## src/rtl/sram_arb.sv

```systemverilog
// sram_arb: two-requester arbiter in front of an 8x32 synchronous-read SRAM.
// Each granted access runs to completion: a write takes one SRAM cycle, a read
// presents the address, then captures mem_rd one cycle later into rdata.
// Build option: define SRAM_ARB_RR_EN for round-robin arbitration; without it
// requester A wins every tie and no priority pointer exists.
module sram_arb (
  input  logic        clk,
  input  logic        reset,
  input  logic        req_a,
  input  logic        req_b,
  input  logic        we_a,
  input  logic        we_b,
  input  logic [2:0]  add_a,
  input  logic [2:0]  add_b,
  input  logic [31:0] wd_a,
  input  logic [31:0] wd_b,
  output logic        gnt_a,
  output logic        gnt_b,
  output logic        rvalid_a,
  output logic        rvalid_b,
  output logic [31:0] rdata,
  output logic        busy,
  output logic [2:0]  mem_add,
  output logic        mem_we,
  output logic [31:0] mem_wd,
  input  logic [31:0] mem_rd
);

  localparam logic [1:0] StIdle   = 2'd0;
  localparam logic [1:0] StWr     = 2'd1;
  localparam logic [1:0] StRdAddr = 2'd2;
  localparam logic [1:0] StRdCap  = 2'd3;

  logic [1:0]  state_q, state_d;
  logic        we_q;
  logic [2:0]  add_q;
  logic [31:0] wd_q;
  logic        own_b_q;
  logic        gnt_a_q, gnt_b_q;
  logic        rvalid_a_q, rvalid_b_q;
  logic [31:0] rdata_q;

  logic        start;
  logic        pick_b;
  logic        sel_we;
  logic [2:0]  sel_add;
  logic [31:0] sel_wd;

  // Requests are only looked at while idle; anything seen while busy is ignored.
  assign start = (state_q == StIdle) && (req_a || req_b);

`ifdef SRAM_ARB_RR_EN
  logic ptr_q;  // 0: A preferred on a tie, 1: B preferred

  assign pick_b = req_b && (!req_a || ptr_q);

  // Pointer moves away from whoever was just granted.
  always_ff @(posedge clk or posedge reset) begin
    if (reset) begin
      ptr_q <= 1'b0;
    end else if (start) begin
      ptr_q <= !pick_b;
    end
  end
`else
  assign pick_b = req_b && !req_a;
`endif

  assign sel_we  = pick_b ? we_b  : we_a;
  assign sel_add = pick_b ? add_b : add_a;
  assign sel_wd  = pick_b ? wd_b  : wd_a;

  // Next-state decode for the access sequencer.
  always_comb begin
    state_d = state_q;
    case (state_q)
      StIdle:   if (start) state_d = sel_we ? StWr : StRdAddr;
      StWr:     state_d = StIdle;
      StRdAddr: state_d = StRdCap;
      StRdCap:  state_d = StIdle;
      default:  state_d = StIdle;
    endcase
  end

  // State, latched request fields and the registered grant/valid pulses.
  always_ff @(posedge clk or posedge reset) begin
    if (reset) begin
      state_q    <= StIdle;
      we_q       <= 1'b0;
      add_q      <= 3'd0;
      wd_q       <= 32'd0;
      own_b_q    <= 1'b0;
      gnt_a_q    <= 1'b0;
      gnt_b_q    <= 1'b0;
      rvalid_a_q <= 1'b0;
      rvalid_b_q <= 1'b0;
      rdata_q    <= 32'd0;
    end else begin
      state_q    <= state_d;
      gnt_a_q    <= start && !pick_b;
      gnt_b_q    <= start && pick_b;
      rvalid_a_q <= (state_q == StRdCap) && !own_b_q;
      rvalid_b_q <= (state_q == StRdCap) && own_b_q;
      if (start) begin
        we_q    <= sel_we;
        add_q   <= sel_add;
        wd_q    <= sel_wd;
        own_b_q <= pick_b;
      end
      // mem_rd reflects the address presented during RD_ADDR.
      if (state_q == StRdCap) begin
        rdata_q <= mem_rd;
      end
    end
  end

  assign gnt_a    = gnt_a_q;
  assign gnt_b    = gnt_b_q;
  assign rvalid_a = rvalid_a_q;
  assign rvalid_b = rvalid_b_q;
  assign rdata    = rdata_q;
  assign busy     = (state_q != StIdle);

  // SRAM side is quiet (all zero) while idle.
  assign mem_we  = (state_q == StWr);
  assign mem_add = (state_q != StIdle) ? add_q : 3'd0;
  assign mem_wd  = (state_q == StWr) ? wd_q : 32'd0;

endmodule

```

## config.mk

```make
export PLATFORM = sky130hd
export DESIGN_NAME = sram_arb
export DESIGN_NICKNAME = d
export VERILOG_FILES = /design/src/rtl/sram_arb.sv
export SDC_FILE = /design/constraint.sdc
export NUM_CORES = 1
export LEC_CHECK = 0
export ABC_AREA = 1
export CAP_MARGIN = 5
export CORE_MARGIN = 2
export CORE_UTILIZATION = 40
export CTS_CLUSTER_DIAMETER = 80
export DETAILED_ROUTE_END_ITERATION = 10
export MAX_ROUTING_LAYER = met4
export PLACE_DENSITY = 0.81
export SYNTH_ARGS = -nofsm -noshare
export SYNTH_HDL_FRONTEND = slang
export SYNTH_SLANG_ARGS = --single-unit
```

## constraint.sdc

```tcl
create_clock -name clk -period 2.83 [get_ports clk]
set_input_delay 0.283 -clock clk [delete_from_list [all_inputs] [get_ports clk]]
set_output_delay 0.283 -clock clk [all_outputs]
set_load 0.005 [all_outputs]
```

Yosys cells after proc, flatten, opt, wreduce, memory -nomap -nowiden --
Cells that the tools add are included.
Storage, ports and cells: output and inout port bits 73, flip-flop bits (word level) 74, input port bits 108
Operators by class: reduce and logical (&&, ||, !) cells 13, eq/ne operators 4, multiplexer cells 8
Operator list (count):
- two-way mux 32 bit | 2
- logical AND 1 bit | 6
- two-way mux 3 bit | 2
- one-hot mux 2 bit (3 select lines) | 1
- == test 2 bit, second input constant | 2
- two-way mux 2 bit | 2
- zero test 1 bit | 3
- == test 2 x 1 -> 1 bit, second input constant | 1
- zero test 2 bit | 1
- != test 2 bit, second input constant | 1
- nonzero test 2 bit | 1
- OR reduction 2 bit | 1
- logical OR 1 bit | 1
- two-way mux 1 bit | 1

Depth between registers and ports, before layout --
depth after elaboration 6, gate-level depth with buffers 6, mapped depth without buffers 5

Least setup slack after synthesis --
OpenSTA, ideal clock, no wires.
path kind register -> output, from register state_q[1], to output port mem_wd[21], stages on the path, launching flop included 6, arrival 919 ps, path slack 1628 ps, path buffers 2, required time 2547 ps, cell sequence dfrtp_1 -> buf_6 -> inv_1 -> nand2_1 -> buf_2 -> nor2_1
Between the ends: longest elaborated chain between the ends 2
RTL lines:
- from (decl) | line 34 | logic [1:0] state_q, state_d;
- from (signal assigned) | line 88 | state_q <= StIdle;
- from (signal assigned) | line 99 | state_q <= state_d;
- == test 2 x 1 -> 1 bit | line 127 | assign mem_wd = (state_q == StWr) ? wd_q : 32'd0;
- two-way mux 32 bit | line 127
- to (decl) | line 25 | output logic [31:0] mem_wd,
Every way passes these cells.

Final worst setup path --
from register state_q[1], to output port mem_wd[23]
Same word-level chain as after synthesis.

==> run summary <==
Dividing total power by cell area gives a power density of 913 mW/mm^2. The run gives 0.00961 sq mm as the overall die area. Counting flops and latches in the post-synthesis netlist gives 74.

Counting the buffers created by CTS gives 9. The clock net in this run drives a total of 74 sinks. The final design utilization was 0.635; the fraction of synthesized cell area taken by the top area cell type was 0.524.

The tightest min-delay check is of the primary input to async pin type. The highest achievable clock rate came out at 443 MHz. Setup repair after global routing left no endpoint under its margin. The run gives 0.213 as the global-route total usage across every layer. Summed over all nets, the half-perimeter wirelength after detailed placement is 7150 um. The worst reg2reg path startpoint is state_q[1]. Share of layout cells above drive strength 1: 0.0375.

The number of rows created at floorplan came out at 34. The post-synthesis area per instance was 7.93 sq um; the total wire length after detailed routing was 9890 um. In this run the post-CTS setup repair buffer count came out at 0. TritonCTS built the clock tree. For the pin with the worst max-slew slack, the measured transition is 0.806 ns.

Ranked by instance count, the synthesized netlist is headed by nand3_1, nand2_1, dfrtp_1. Critical path startpoint category: a register. The worst register-to-register path ends at add_q[0]. Routability-driven placement finished with a final weighted congestion of 0.804. By area the synthesized netlist is led by dfrtp_1, nand3_1, nand2_1, inv_1, nor2_1. The area growth from synthesis to final layout came out at 55.0%. The flow ran to the end, and the final reports show no timing, DRC or antenna violations. The share of the clock period used by the worst path is 0.797, and the maximum number of pins on one net before global-route repair is 45. The proportion of register bits with asynchronous set or reset after synthesis works out to 1.00. The total negative slack came out at 0 ns. The tools report the part of the Yosys area used for sequential elements as 0.524. The synthesized design spends more area on one cell type than any other, namely dfrtp_1.

The number of buffers added on ports was 180; the number of remaining DRC errors was 0. Between clock sinks in the finished design, the worst skew comes to 0.0116 ns. Root buffer selected by CTS: clkbuf_8. Critical path capture point type: an output port.

The average detailed-routed wire length per instance is 13.7 um, and the final count of hold timing violations is 0. The clock reaches the later pin of the worst-skew pair after 0.33 ns. The number of levels the H-tree was split into is 3. In this run, post-CTS repair resized a total of 0 instances. For the unique cell type count in the Yosys netlist, the log shows 15. The relative max-transition margin was 0.462; the cell depth of the worst flop-to-flop path was 5.

The number of flops mapped to enable cells by yosys is 0, and the required time at the worst-slack endpoint is 2.55 ns. The core area is 0.00864 sq mm, and the number of synthesis warnings is 0. The repair_antennas step left the layout with diodes totalling 0. After the last flow step, the layout net total stands at 720. Dividing the detail-routed via count by the number of cells gives 4.84.

The analysis attributes to cell leakage a power of 0.00259 uW. Summing over every cut layer, the via total after detailed routing is 3,488. The number of slew-limit violations in the final report came out at 0.

Boundary pin count: 181. STA puts the critical path data arrival time at 1.97 ns. The clock period minus final worst setup slack came out at 2.26 ns. The initial antenna violation count came out at 0. In this run the worst path has a maximum fanout of 24. The initial core utilization was 0.410; the worst setup slack for register-to-register paths was 0.87 ns.

The number of setup violations in the final report is 0. Clock-pin slew was measured on the worst setup and hold paths at 0.07 ns. The clock passes through at most 2 buffers.

The most repeated cell in the gate-level netlist after synthesis was nand3_1. After global routing the overflow that remains totals 0. In this run, the number of DRC markers left after iteration 0 of detailed routing was 119. The worst setup path is of the register to output port kind. For the hold buffer count at CTS, the log shows 0.

The number of nets in the synthesized netlist is 554. In the synthesized netlist the dominant register cell turns out to be dfrtp_1. The logs give 3,475 for the number of global-route vias before repair and 16,200 um for the first-pass GRT wire length. Across the run, the number of max-cap violations was 0.

The post-synthesis instance area was 0.00354 sq mm. Synthesis handed over a netlist of 446 instances. The die is 98.0 um wide. The vertical die dimension works out to 98.0 um.

The count of filler cells inserted in the layout is 762, and the antenna violation net count after detailed routing is 0. The first detailed-routing pass ran for 4 iterations. VDD sags by at most 0.462 mV.
==> layer usage <==
metal	global-route usage	vias to the layer above	routed length (um)
met5	-	-	0
met4	0.0737	0	149
met3	0.0444	13	659
met2	0.357	138	4920
met1	0.256	1600	4160
li1	-	1737	-
==> worst max-delay path by stage <==
stage / start / endpoint / slack, ns / depth (start not counted)
4_1_cts: state_q[1] / mem_wd[28] / 0.53 / 5
3_3_place_gp: req_a / wd_q[1] / 0.91 / 6
5_1_grt: state_q[1] / mem_wd[31] / 0.44 / 5
3_5_place_dp: req_a / wd_q[24] / 0.83 / 6
6_report: state_q[1] / mem_wd[23] / 0.57 / 5
2_1_floorplan: reset / add_q[0] / 0.67 / 1
==> state kept, by name (all words and copies together) (netlist names) <==
signal / cells
rvalid_a: 1
gnt_a: 1
gnt_b: 1
rdata: 32
wd_q: 32
add_q: 3
rvalid_b: 1
state_q: 2
own_b_q: 1
==> placed cells by master (no fill, tap or decap), drive strengths merged <==
master         netlist  routed
buf                 29       7
clkbuf               3      11
clkdlybuf4s50        0     180
clkinv               0       1
dfrtp               74      74
inv                 46      46
nand2              110     110
nand3              141     141
nor2                41      41
o21ai                1       1
or2                  1       1
==> power by group <==
part / switching, uW / internal [uW]
sequential: 261 / 1560
combinational: 1270 / 1250
clock: 346 / 322
==> cell families after synthesis <==
logic type,share of synthesized area
AOI/OAI and AO/OA,0.00141
buffers and inverters,0.106
DFF,0.524
and+or+nand+nor,0.369
==> final cells by class <==
| cell class | count | area [sq um] | share of cell area |
|---|---|---|---|
| clock buffer | 11 | 141 | 0.0258 |
| sequential | 74 | 1850 | 0.338 |
| clock inverter | 1 | 5.00 | 0.000913 |
| multi-input combinational | 294 | 1310 | 0.239 |
| inverter | 46 | 173 | 0.0315 |
| tap | 108 | 135 | 0.0246 |
| timing repair buffer | 187 | 1870 | 0.340 |
==> metrics by stage <==
stage	setup WS, ns	hold WS, ns	total power [uW]	cell area (sq um)	std cells
2_1_floorplan	0.665	0.403	3200	3540	446
3_3_place_gp	0.915	0.412	4290	5340	709
3_5_place_dp	0.834	0.423	4390	5340	709
4_1_cts	0.525	0.398	5070	5480	721
5_1_grt	0.440	0.442	5430	5480	721
6_report	0.574	0.374	5010	5480	721
==> worst max-delay path: stages, from the launching register on <==
cell and delay [ns]:
dfrtp_1 0.37, inv_1 0.07, nand2_1 0.22, buf_4 0.31, nor2_1 0.14, clkdlybuf4s50_1 0.52
No activity file was read; power rests on OpenSTA's default activity.
